--- src/rtl/cpu_sequencer.sv ---
`default_nettype none
// ============================================================================
//  Module      : cpu_sequencer
//  Description : Multi-cycle FETCH/DECODE/EXECUTE/MEMORY/WRITEBACK control unit
//                owning the 10-bit PC for the four-field 16-bit datapath.
//  Revision    : 1.0 - initial release
// ============================================================================
module cpu_sequencer #(
    parameter logic [9:0] RESET_PC = 10'd0
) (
    input  logic       clk,
    input  logic       rst,
    input  logic       start,
    input  logic [3:0] op,
    input  logic [3:0] imm,
    input  logic       zero,
    input  logic       mem_ack,
    output logic [9:0] pc,
    output logic [3:0] alu_op,
    output logic       reg_write,
    output logic       mem_read,
    output logic       mem_write,
    output logic       halted,
    output logic       illegal,
    output logic [2:0] state
);

    typedef enum logic [2:0] {
        S_IDLE      = 3'd0,
        S_FETCH     = 3'd1,
        S_DECODE    = 3'd2,
        S_EXECUTE   = 3'd3,
        S_MEMORY    = 3'd4,
        S_WRITEBACK = 3'd5,
        S_HALT      = 3'd6
    } state_t;

    localparam logic [3:0] c_OP_ADD  = 4'h1;
    localparam logic [3:0] c_OP_SLT  = 4'h6;
    localparam logic [3:0] c_OP_LW   = 4'h7;
    localparam logic [3:0] c_OP_SW   = 4'h8;
    localparam logic [3:0] c_OP_BEQ  = 4'h9;
    localparam logic [3:0] c_OP_JMP  = 4'hA;
    localparam logic [3:0] c_OP_UDLO = 4'hB;
    localparam logic [3:0] c_OP_UDHI = 4'hE;
    localparam logic [3:0] c_OP_HALT = 4'hF;

    state_t     r_state;
    state_t     w_next_state;
    logic [9:0] r_pc;
    logic [9:0] w_pc_next;
    logic [3:0] r_op_q;
    logic [3:0] r_imm_q;
    logic       r_illegal;
    logic       w_latch_op;
    logic       w_set_illegal;

    logic       w_is_alu;
    logic       w_is_mem;
    logic       w_take_branch;
    logic [9:0] w_pc_inc;
    logic [9:0] w_pc_target;

    assign w_is_alu      = (r_op_q >= c_OP_ADD) && (r_op_q <= c_OP_SLT);
    assign w_is_mem      = (r_op_q == c_OP_LW) || (r_op_q == c_OP_SW);
    assign w_take_branch = (r_op_q == c_OP_JMP) || ((r_op_q == c_OP_BEQ) && zero);
    assign w_pc_inc      = r_pc + 10'd1;
    // imm_q is a signed 4-bit offset relative to the following instruction.
    assign w_pc_target   = w_pc_inc + {{6{r_imm_q[3]}}, r_imm_q};

    always_ff @(posedge clk or posedge rst) begin
        if (rst) begin
            r_state   <= S_IDLE;
            r_pc      <= RESET_PC;
            r_op_q    <= 4'd0;
            r_imm_q   <= 4'd0;
            r_illegal <= 1'b0;
        end else begin
            r_state <= w_next_state;
            r_pc    <= w_pc_next;
            if (w_latch_op) begin
                r_op_q  <= op;
                r_imm_q <= imm;
            end
            if (w_set_illegal) begin
                r_illegal <= 1'b1;
            end
        end
    end

    always_comb begin
        w_next_state  = r_state;
        w_pc_next     = r_pc;
        w_latch_op    = 1'b0;
        w_set_illegal = 1'b0;
        case (r_state)
            S_IDLE: begin
                if (start) begin
                    w_next_state = S_FETCH;
                end
            end
            S_FETCH: begin
                w_next_state = S_DECODE;
            end
            S_DECODE: begin
                w_latch_op = 1'b1;
                if (op == c_OP_HALT) begin
                    w_next_state = S_HALT;
                end else begin
                    w_next_state  = S_EXECUTE;
                    w_set_illegal = (op >= c_OP_UDLO) && (op <= c_OP_UDHI);
                end
            end
            S_EXECUTE: begin
                if (w_is_alu) begin
                    w_next_state = S_WRITEBACK;
                end else if (w_is_mem) begin
                    w_next_state = S_MEMORY;
                end else begin
                    // NOP, BEQ, JMP and undefined opcodes retire here.
                    w_next_state = S_FETCH;
                    w_pc_next    = w_take_branch ? w_pc_target : w_pc_inc;
                end
            end
            S_MEMORY: begin
                if (mem_ack) begin
                    if (r_op_q == c_OP_LW) begin
                        w_next_state = S_WRITEBACK;
                    end else begin
                        w_next_state = S_FETCH;
                        w_pc_next    = w_pc_inc;
                    end
                end
            end
            S_WRITEBACK: begin
                w_next_state = S_FETCH;
                w_pc_next    = w_pc_inc;
            end
            S_HALT: begin
                w_next_state = S_HALT;
            end
            default: begin
                w_next_state = S_IDLE;
            end
        endcase
    end

    // Moore outputs: decoded only from the state register and op_q.
    assign pc        = r_pc;
    assign alu_op    = (r_state == S_EXECUTE) ? r_op_q : 4'd0;
    assign reg_write = (r_state == S_WRITEBACK);
    assign mem_read  = (r_state == S_MEMORY) && (r_op_q == c_OP_LW);
    assign mem_write = (r_state == S_MEMORY) && (r_op_q == c_OP_SW);
    assign halted    = (r_state == S_HALT);
    assign illegal   = r_illegal;
    assign state     = r_state;

endmodule
`default_nettype wire
--- config.mk ---
export PLATFORM = sky130hd
export DESIGN_NAME = cpu_sequencer
export DESIGN_NICKNAME = d
export VERILOG_FILES = /design/src/rtl/cpu_sequencer.sv
export SDC_FILE = /design/constraint.sdc
export NUM_CORES = 1
export LEC_CHECK = 0
export CORE_MARGIN = 2
export CORE_UTILIZATION = 30
export CTS_BUF_LIST = sky130_fd_sc_hd__clkbuf_8
export DETAILED_ROUTE_END_ITERATION = 8
export GPL_TIMING_DRIVEN = 0
export MAX_ROUTING_LAYER = met4
export SLEW_MARGIN = 5
export SYNTH_ARGS = -nofsm -noshare
export SYNTH_HDL_FRONTEND = slang
export SYNTH_SLANG_ARGS = --single-unit
--- constraint.sdc ---
create_clock -name clk -period 5.8 [get_ports clk]
set_input_delay 1.16 -clock clk [delete_from_list [all_inputs] [get_ports clk]]
set_output_delay 1.16 -clock clk [all_outputs]
set_load 0.005 [all_outputs]
## After elaboration in Yosys (flattened, before gate mapping)

Cells that the tools add are included.

- $add $sub $neg: 2
- Multipliers: 0
- Divide/modulo/power cells: 0
- Order comparisons: 4
- Equality and inequality tests: 16
- Shifts and indexed selects: 0
- Muxes and demuxes: 17
- Bitwise logic cells: 0
- Reductions and logical operators: 11

Operators with widths:

| operator | count |
|---|---|
| $mux W10 | 5 |
| $pmux W10 S3 | 1 |
| $pmux W3 S7 | 1 |
| $mux W3 | 6 |
| $eq A4 B4 Y1 const B | 4 |
| $add A10 B1 Y10 const B | 1 |
| $add A10 B10 Y10 | 1 |
| $ne A2 B2 Y1 const B | 5 |
| $eq A3 B3 Y1 const B | 3 |
| $eq A3 B2 Y1 const B | 2 |
| $logic_and A1 B1 Y1 | 5 |
| $reduce_and A5 Y1 | 1 |
| $eq A4 B3 Y1 const B | 1 |
| $ge A4 B1 Y1 const B | 1 |
| $ge A4 B4 Y1 const B | 1 |
| $le A4 B3 Y1 const B | 1 |
| $le A4 B4 Y1 const B | 1 |
| $mux W4 | 1 |
| $eq A3 B1 Y1 const B | 1 |
| $logic_not A3 Y1 | 1 |
| $mux W1 | 3 |
| $reduce_bool A3 Y1 | 1 |
| $logic_or A1 B1 Y1 | 2 |
| $reduce_and A2 Y1 | 1 |

- Bits in registers: 22
- Bits in latches: 0
- Bits in writable memories: 0
- ROM bits: 0
- Input bits: 13
- Output and inout port bits: 22
- Logic and storage cells: 55
- Memories: 0

## Logic depth before layout (Yosys ltp)

Gate-level depths: netlist of run 1.

- Depth in word-level cells: 7
- Gate-level depth with buffers: 12
- Gate-level depth less buffers: 12

## Worst setup path before layout of run 1

No wires, ideal clock.

- Path kind: register -> register
- From: register r_pc[0] (netlist: pc[0])
- To: register r_pc[9] (netlist: pc[9])
- Library setup time: 80 ps
- Data arrival time: 2516 ps
- Data required time: 5720 ps
- Path slack: 3204 ps
- Cell stages (with the launch flop): 12
- Buffers on the path: 0
- Clock period less this slack: 2596 ps
- Path through: dfrtp_1 ha_1 and3_1 xor2_1 ha_1 a21o_1 a21oi_1 nor3b_1 o31a_1 nor2_1 mux2i_1 xnor2_1

- Word-level cells in the longest chain between the ends: 6
- Elaborated cells between the ends (all ways): 8
- Those cells by class: 2 x add/sub; 6 x mux

RTL lines:

| item | line | RTL |
|---|---|---|
| start, declared | 50 | `logic [9:0] r_pc;` |
| start signal, assigned | 80 | `r_pc <= w_pc_next;` |
| $add A10 B1 Y10 * | 67 | `assign w_pc_inc = r_pc + 10'd1;` |
| $add A10 B10 Y10 | 69 | `assign w_pc_target = w_pc_inc + {{6{r_imm_q[3]}}, r_imm_q};` |
| $mux W10 | 122 | `w_pc_next = w_take_branch ? w_pc_target : w_pc_inc;` |
| $mux W10 | 117 | `end else if (w_is_mem) begin` |
| $mux W10 | 115 | `if (w_is_alu) begin` |
| $pmux W10 S3 * | 96 | `case (r_state)` |

Mark *: on every way between the ends. The rest lies on a longest branch, timed or not. The select of a mux whose other input is x is not followed.
A chain may end at the register's enable or synchronous reset.

## Final worst setup path of run 1

- From: register r_op_q[3]
- To: output mem_write

- Word-level cells in the longest chain between the ends: 2

RTL lines:

| item | line | RTL |
|---|---|---|
| start, declared | 52 | `logic [3:0] r_op_q;` |
| start signal, assigned | 82 | `r_op_q <= op;` |
| $eq A4 B4 Y1 | 153 | `assign mem_write = (r_state == S_MEMORY) && (r_op_q == c_OP_SW);` |
| $logic_and A1 B1 Y1 | 153 |  |
| end, declared | 22 | `output logic mem_write,` |

Every way passes these cells.

==> metrics.md, run 1 <==
| Metric | Value |
|---|---|
| Status | finished, final reports clean |
| Clk slew on worst S/H paths | 0.09 ns |
| CTS tree | yes |
| Peak VDD IR | 0.000243 V |
| Cell count after synthesis | 189 |
| Net Sw Power | 0.000538 W |
| Max clock buf depth | 2 |
| Total core area | 5510 sq um |
| Reg power frac | 26.5% |
| Overall Global Routing Usage | 13.8% |
| Critical-path cell list | inv_1 > or4_1 > nor2_1 > clkdlybuf4s50_1 |
| Synth Net Count | 213 |
| Num rows | 27 |
| Final WS setup | 2.68 ns |
| NumNets Final | 252 |
| Worst hold path class | flip-flop to flip-flop |
| Combinational family with the most area after synthesis | simple AND/OR/NAND/NOR gates |
| Vias per cell | 5.07 |
| Mean routed wirelength per cell | 13.1 um |
| Post-cts sizing count | 0 |
| Postcts setup bufs | 0 |
| Layout area overhead | 29.5% |
| Hold Buf Count CTS | 0 |
| Top_reg_cell synth | dfrtp_1 |
| Worst Path Required | 4.64 ns |
| Tot Pwr | 0.00125 W |
| Clock sink count | 22 |
| Fmax | 320 MHz |
| FF-to-FF setup slack | 2.90 ns |
| Area contributors post-synth | dfrtp_1, ha_1, mux2_2 |
| Worst Max-Slew Pin Slew | 0.874 ns |
| Die H | 79.3 um |
| Yosys warns | 0 |
| Yosys top cell area share | 32.4% |
| Synth Area per Inst | 9.00 sq um |
| Reg2Reg Depth | 11 |
| Die W | 79.3 um |
| First-pass DRT Iterations | 4 |
| Initial DRC Count | 62 |
| Worst path arrival time | 1.96 ns |
| Hold Fails Final Rpt | 0 |
| Pleak | 0.912 nW |
| Count leader, synth | dfrtp_1 |
| Startpoint types | flip-flop |
| Cell area after synthesis | 1700 sq um |
| H-tree levels | 1 |
| Period utilisation layout | 53.8% |
| Share of cells above drive strength 1 | 8.81% |
| Pre-CTS setup slack | 2.61 ns |
| Initial core utilization | 30.9% |
| Crit path max fanout | 6 |
| Post-synthesis cell type count | 44 |
| Top cells by count, synth | dfrtp_1, nand2_1, nor2_1, o21ai_0 |
| # port buffers | 34 |
| Remaining antenna violation count | 0 |
| Crit end category | output port |
| Core Util, Final | 40.0% |
| Worst hold margin | 0.475 ns |
| FF+latch count, synth | 22 |
| CTS Buf Count | 3 |
| Crit path time final | 3.12 ns |
| Post-synth EDFFs | 0 |
| Overflow after GRT | 0 |
| Clk_lat worst skew | 0.27 ns |
| Drt drc | 0 |
| Power density over the cells | 569 nW/um^2 |
| Asr flop ratio synth | 100% |
| Share of total power in combinational logic | 61.6% |
| Synth area leader | dfrtp_1 |
| Critical Setup Path Class | flip-flop to output port |
| Register area share after synthesis | 32.4% |
| Max-slew violations | 0 |
| Worst Hold Depth | 1 |
| RSZ-0062 raised after global routing | no |
| Post-synthesis compound-gate area fraction | 20.0% |
| Initial antenna violation count | 0 |
| Post-DP HPWL | 2900 um |
| Clock power share | 11.8% |
| Max_cap viols | 0 |
| XOR/XNOR Fraction of Synth Area | 7.73% |
| Slew headroom | 41.7% |
| Power Internal | 0.000714 W |
| Max stage delay cell, worst path | or4_1 |
| Root Buffer | clkbuf_8 |
| Routability Congestion | 0.849 |
| Final setup vio count | 0 |
| Simple-gate area share of the yosys netlist | 21.9% |
| Max incr delay on CP | 0.60 ns |
| Skew final | 0.00690 ns |
| Diodes inserted | 0 |
| First-pass GRT wire length | 6700 um |
| Largest net degree at the start of global routing | 23 |
| Multiplexer share of the synthesized area | 6.40% |
| Vias in the first global route | 1,426 |
| Final setup TNS | 0 ns |
| WL final | 3920 um |
| Synth Area in Adders | 8.54% |
| Via count | 1,517 |
| Ports | 35 |
| Sw Share | 43.0% |
| Die ar. | 6290 sq um |
## layout by cell type (no fill, tap or decap), types with 3 or more instances in the layout
cell             netlist  final
nor3_1                 4      4
and3_1                 4      4
clkdlybuf4s50_1        0     34
ha_1                  10     10
a21o_1                 5      5
a21oi_1               10     10
mux2i_1                3      3
mux2_2                 7      7
and2_1                 3      3
buf_2                  3      3
o21ai_0               15     15
nand2_1               17     17
nand3_1                5      5
nor2_1                16     16
nor2b_1                5      5
dfrtp_1               22     22
a31oi_1                3      3
nor3b_1                3      3
inv_1                  6      6
xnor2_1                9      9
xor2_1                 6      6
clkbuf_8               0      3
nand4_1                3      3
## path summary, 6_finish.rpt
kind,startpoint,end
max,r_op_q[3],mem_write
min,pc[9],pc[9]
max reg2reg,pc[0],pc[9]
min reg2reg,pc[9],pc[9]
max in group asynchronous,rst,state[1]
min in group asynchronous,rst,pc[1]
## final cells by class
cell class / instances / area (sq um)
Inverter: 6 / 22.5
Clock inverter: 1 / 30.0
Fill cell: 572 / 3300
Buffer: 5 / 30.0
Sequential cell: 22 / 551
Tap cell: 72 / 90.1
Clock buffer: 3 / 41.3
Timing Repair Buffer: 34 / 340
Multi-Input combinational cell: 156 / 1100
## cells by family (layout without fill, tap and decap cells)
group / Yosys count / after routing
simple gates: 70 / 70
compound gates: 50 / 50
flops: 22 / 22
xor+xnor: 15 / 15
fa+ha+maj: 11 / 11
buf+inv: 11 / 49
mux: 10 / 10
## power by group through the flow
| stage | logic, W | registers (W) | clock network, W |
|---|---|---|---|
| after floorplan | 0.000557 | 0.000309 | 0 |
| after global placement | 0.000763 | 0.000334 | 0 |
| after detailed placement | 0.000768 | 0.000336 | 0 |
| after CTS | 0.000777 | 0.000333 | 0.000153 |
| after global routing | 0.000871 | 0.000348 | 0.000159 |
| final | 0.000771 | 0.000332 | 0.000148 |
## registers in the layout, indices dropped and copies added, names as in the netlist
name,flops
r_imm_q,4
pc,10
r_op_q,4
illegal,1
state,3
## metrics by stage
step,instance area [sq um],std cells
6_report,2200,299
5_1_grt,2200,299
4_1_cts,2200,299
3_5_place_dp,2130,295
3_3_place_gp,2130,295
2_1_floorplan,1700,189
## critical path: cells and delay by family, from the launching register on
kind	cells	cell delay, ns
buffers and inverters	2	0.63
DFF	1	0.35
and+or+nand+nor	2	0.71
## per-layer routing
layer	up-vias	track usage (%)	routed length, um
met1	724	18.4	1930
met5	-	-	0
met2	30	21.8	1830
li1	761	-	-
met4	0	3.28	27
met3	2	2.50	138
Note: power is estimated with default switching activity, not from simulation.
==> run 2, diff against run 1 <==
==> constraint.sdc (replaced) <==
create_clock -name clk -period 3.1 [get_ports clk]
set_input_delay 0.62 -clock clk [delete_from_list [all_inputs] [get_ports clk]]
set_output_delay 0.62 -clock clk [all_outputs]
set_load 0.005 [all_outputs]
==> metrics.md, run 2 (synthesis results as in run 1) <==
| Metric | Value |
|---|---|
| Pleak | 0.911 nW |
| Diodes inserted | 0 |
| Clk slew on worst S/H paths | 0.09 ns |
| Ports | 35 |
| Num rows | 27 |
| Peak VDD IR | 0.000461 V |
| Power density over the cells | 1070 nW/um^2 |
| RSZ-0062 raised after global routing | no |
| Hold Fails Final Rpt | 0 |
| WL final | 3980 um |
| Overflow after GRT | 0 |
| FF-to-FF setup slack | 0.24 ns |
| Reg2reg start | pc[0] |
| Clock power share | 11.8% |
| CP startpoint | pc[0] |
| Crit end category | flip-flop |
| Pre-CTS setup slack | 0.240 ns |
| NumNets Final | 252 |
| Most common cell after layout, fill and taps aside | clkdlybuf4s50_1 |
| Share of cells above drive strength 1 | 10.1% |
| Net Sw Power | 0.00102 W |
| # port buffers | 34 |
| Layout area overhead | 29.9% |
| Max-slew violations | 0 |
| Final WS setup | 0.245 ns |
| Vias per cell | 5.12 |
| Root Buffer | clkbuf_8 |
| Final setup vio count | 0 |
| Drt drc | 0 |
| Worst Max-Slew Pin Slew | 0.876 ns |
| Initial DRC Count | 84 |
| Tot Pwr | 0.00236 W |
| Most frequent cells in the layout | clkdlybuf4s50_1, dfrtp_1, nand2_1, nor2_1, o21ai_0 |
| Reg power frac | 26.6% |
| Max clock buf depth | 2 |
| First-pass GRT wire length | 6700 um |
| Period utilisation layout | 92.1% |
| Postcts setup bufs | 0 |
| Startpoint types | flip-flop |
| Via count | 1,531 |
| Clock sink count | 22 |
| Remaining antenna violation count | 0 |
| Sw Share | 43.1% |
| Fmax | 350 MHz |
| CTS Buf Count | 3 |
| Skew final | 0.00864 ns |
| Crit path time final | 2.86 ns |
| CTS tree | yes |
| Post-DP HPWL | 2900 um |
| Routability Congestion | 0.849 |
| Clk_lat worst skew | 0.27 ns |
| Status | finished, final reports clean |
| H-tree levels | 1 |
| Power Internal | 0.00134 W |
| Mean routed wirelength per cell | 13.3 um |
| Hold_sp | pc[9] |
| Max reg flops | 10 |
| Max_cap viols | 0 |
| Total core area | 5510 sq um |
| Overall Global Routing Usage | 13.8% |
| Hold Buf Count CTS | 0 |
| Vias in the first global route | 1,426 |
| Die H | 79.3 um |
| Initial antenna violation count | 0 |
| Initial core utilization | 30.9% |
| Largest net degree at the start of global routing | 23 |
| Worst Path Required | 3.30 ns |
| Crit path max fanout | 7 |
| Worst path arrival time | 3.06 ns |
| Die ar. | 6290 sq um |
| Final setup TNS | 0 ns |
| Post-cts sizing count | 0 |
| Worst hold path class | flip-flop to flip-flop |
| Share of total power in combinational logic | 61.7% |
| Slew headroom | 41.5% |
| First-pass DRT Iterations | 4 |
| Critical Setup Path Class | flip-flop to flip-flop |
| Die W | 79.3 um |
==> run 2: power groups by stage <==
stage	clock (W)	sequential [W]	combinational, W
2_1_floorplan	0	0.000578	0.00104
3_3_place_gp	0	0.000625	0.00143
3_5_place_dp	0	0.000628	0.00144
4_1_cts	0.000286	0.000623	0.00145
5_1_grt	0.000298	0.000654	0.00164
6_report	0.000278	0.000626	0.00145
==> run 2: cell type report <==
class	count	area, sq um
multi-input combinational	156	1100
timing repair buffer	34	340
clock inverter	1	30.0
tap	72	90.1
clock buffer	3	41.3
fill	571	3300
sequential	22	553
buffer	5	30.0
inverter	6	22.5
==> run 2: per-stage QoR <==
stage / utilization (%) / cell area [sq um] / instances / hold slack, ns
2_1_floorplan: - / 1700 / 189 / 0.466
3_3_place_gp: 38.7 / 2130 / 295 / 0.461
3_5_place_dp: 38.7 / 2130 / 295 / 0.459
4_1_cts: 40.0 / 2200 / 299 / 0.483
5_1_grt: 40.1 / 2210 / 299 / 0.510
6_report: 40.1 / 2210 / 299 / 0.476
==> run 2: final timing paths <==
path	depth (start not counted)	to
setup / recovery	11	pc[9]
hold / removal	1	pc[9]
setup reg to reg	11	pc[9]
hold reg to reg	1	pc[9]
max in group asynchronous	2	pc[2]
min in group asynchronous	2	pc[1]
==> run 2: critical path, cell delays in order, from the launching register on <==
cell and delay (ns):
dfrtp_2 0.45, ha_1 0.26, and3_1 0.24, xor2_1 0.16, ha_1 0.37, a21o_1 0.23, a21oi_2 0.18, nor3b_1 0.07
o31a_1 0.31, nor2_1 0.16, mux2i_1 0.24, xnor2_1 0.13
==> run 2: routing by layer <==
layer  GRT usage, %  wire length [um]  up-vias
met4           3.28                27        0
met1           18.4              1950      741
li1               -                 -      762
met3           2.50               119        2
met2           21.8              1880       26
met5              -                 0        -
==> RTL change, RTL diff (flow settings as in run 2) <==
Make the reset (`rst`) synchronous in one clocked block.
--- a/src/rtl/cpu_sequencer.sv
+++ b/src/rtl/cpu_sequencer.sv
@@ -68,7 +68,7 @@
     // imm_q is a signed 4-bit offset relative to the following instruction.
     assign w_pc_target   = w_pc_inc + {{6{r_imm_q[3]}}, r_imm_q};
 
-    always_ff @(posedge clk or posedge rst) begin
+    always_ff @(posedge clk) begin
         if (rst) begin
             r_state   <= S_IDLE;
             r_pc      <= RESET_PC;
Function: differs if rst is asserted again (counterexample within 4 cycles, from zero or initial values and one cycle with rst high); with rst held inactive, the same outputs for 10 cycles.
==> RTL change against run 2 <==
- die area grew 2.0%
- global-route usage down 0.29 points
- maximum frequency is 2.6% lower
- critical path type unchanged
- wire length increased by 3.7%
- synthesized area up 2.1%
- design area rose by 2.9%
- critical endpoint is now pc[9]$_SDFFE_PP0P_
- first-iteration DRC count decreased by 3.6%
- sequential cell count stayed put
- synthesized cell count grew 6.9%
- setup slack got worse by 0.077 ns
Power is left out: it rests on default switching activity, and per cell area and clock period it moved more than threefold.
==> RTL change: results (changes against run 2) <==
- Seq/Total Area, Yosys: 25.4% (-7.0 points)
- Distinct cells, synth: 60 (+36%)
- Hpwl dp: 3080 um (+6.3%)
- Final-stage net count: 268 (+6.3%)
- Total track usage: 13.5% (-0.29 points)
- Gp weighted congestion: 0.818 (-3.5%)
- Tightest Pin Transition: 0.571 ns (-0.305 ns)
- Met2 Usage GRT: 20.5% (-1.3 points)
- Worst Hold Class: register to register
- Detailed Routing Iterations Pass 1: 4 (unchanged)
- Cts bufs inserted: 3 (unchanged)
- # diodes: 0 (unchanged)
- Worst-Skew Late Latency: 0.26 ns
- Asr flop ratio synth: 0% (-100 points)
- Met3 usage: 1.24% (-1.3 points)
- Synthesized Nets: 226 (+6.1%)
- Max FFs per register: 10 (unchanged)
- Filler cells: 590 (+3.3%)
- Hold Vio Cnt, Final: 0 (unchanged)
- Status: finished clean
- CTS max path bufs: 2 (unchanged)
- Share of post-route cells with drive strength above 1: 12.4% (+2.3 points)
- Pin count of the biggest net entering global routing: 12 (-48%)
- Met1 usage: 18.2% (-0.18 points)
- First-pass GRT wire length: 6840 um (+2.1%)
- Port bufs: 34 (unchanged)
- Vias in the first global route: 1453 (+1.9%)
- Clock Skews: 0.00434 ns (-0.00430 ns)
- Yosys warning count: 0 (unchanged)
- Synth area leaders: dfxtp_1 (25%), ha_1 (7.2%), mux2i_1 (6.9%)
- Vias per inst: 5.08 (-0.73%)
- Drt wl/cell: 13.1 um (-1.3%)
- Critical Path AT: 3.08 ns (+0.02 ns)
- Clk root buf: clkbuf_8
- Synth top cells by count: dfxtp_1 (22), nor2_1 (20), nand2_1 (13)
- Maximum fanout along the worst path: 8 (+1)
- DR iter-0 viols: 81 (-3.6%)
- Max Cap Viol: 0 (unchanged)
- ANT nets after route: 0 (unchanged)
- CTS clk-pin slew, worst paths: 0.08 ns
- H-tree depth: 1 (unchanged)
- Initial antenna violation count: 0 (unchanged)
==> RTL change: cell count changes in the layout (fill, tap and decap cells not counted), moves of 4 or more <==
cell and change:
a21oi_1 -4, a22oi_1 +5, dfrtp_1 -20, dfxtp_1 +19, mux2_2 -7, mux2i_1 +9
nand2_1 -4, nor2_1 +4, o21ai_0 -9
==> RTL change: cell type report <==
class	instances	area share [%]
timing repair buffer	37	16.0
sequential	22	19.8
clock buffer	3	1.82
multi-input combinational	169	55.5
buffer	8	2.53
tap	72	3.96
inverter	3	0.496
==> RTL change: worst max-delay path, stage by stage (launching register included) <==
cell     delay (ns)
dfxtp_4        0.38
and3_1         0.19
and3_2         0.25
and3_4         0.21
xor2_1         0.14
ha_1           0.37
a21oi_2        0.17
nor3b_1        0.06
o31a_1         0.32
nor3b_2        0.19
mux2i_1        0.21
mux2_1         0.33
==> RTL change: worst paths after layout <==
check	start	end	slack [ns]	cells after the start
setup / recovery	pc[2]$_SDFFE_PP0P_	pc[9]$_SDFFE_PP0P_	0.17	11
hold / removal	illegal$_SDFFE_PP0P_	illegal$_SDFFE_PP0P_	0.49	2
setup reg to reg	pc[2]$_SDFFE_PP0P_	pc[9]$_SDFFE_PP0P_	0.17	11
hold reg to reg	illegal$_SDFFE_PP0P_	illegal$_SDFFE_PP0P_	0.49	2
==> RTL change: per-stage QoR <==
| stage | setup WS, ns | cell area (um^2) | cells | hold slack (ns) | setup TNS, ns |
|---|---|---|---|---|---|
| after floorplan | 0.132 | 1740 | 202 | 0.461 | 0 |
| after global placement | -0.122 | 2170 | 308 | 0.470 | -0.122 |
| after detailed placement | -0.129 | 2170 | 308 | 0.469 | -0.129 |
| after CTS | 0.00450 | 2220 | 311 | 0.497 | 0 |
| after global routing | 0.0180 | 2270 | 314 | 0.520 | 0 |
| final | 0.168 | 2270 | 314 | 0.489 | 0 |
==> RTL change: layer usage <==
metal / part of all wire (%) / vias to the layer above
li1: - / 824
met1: 48 / 743
met2: 47 / 25
met3: 2.9 / 4
met4: 1.5 / 0
met5: 0 / -
==> RTL change: kinds of logic (layout without fill, tap and decap cells) <==
kind of cell	Yosys count	in the layout	share of synthesized area, %
AOI/OAI and AO/OA	50	50	21.9
xor gates and xnor gates	14	14	7.06
adders and majority gates	11	11	8.36
buffers and inverters	11	51	3.96
DFF	22	22	25.4
muxes	13	13	7.57
and+or+nand+nor	81	81	25.8
==> RTL change: what timing repair did <==
action                                  in CTS  in global routing
pin swaps                                    0                  3
endpoints found under the setup margin       1                  1
gates resized for setup                      5                  8
buffers inserted                             0                  3
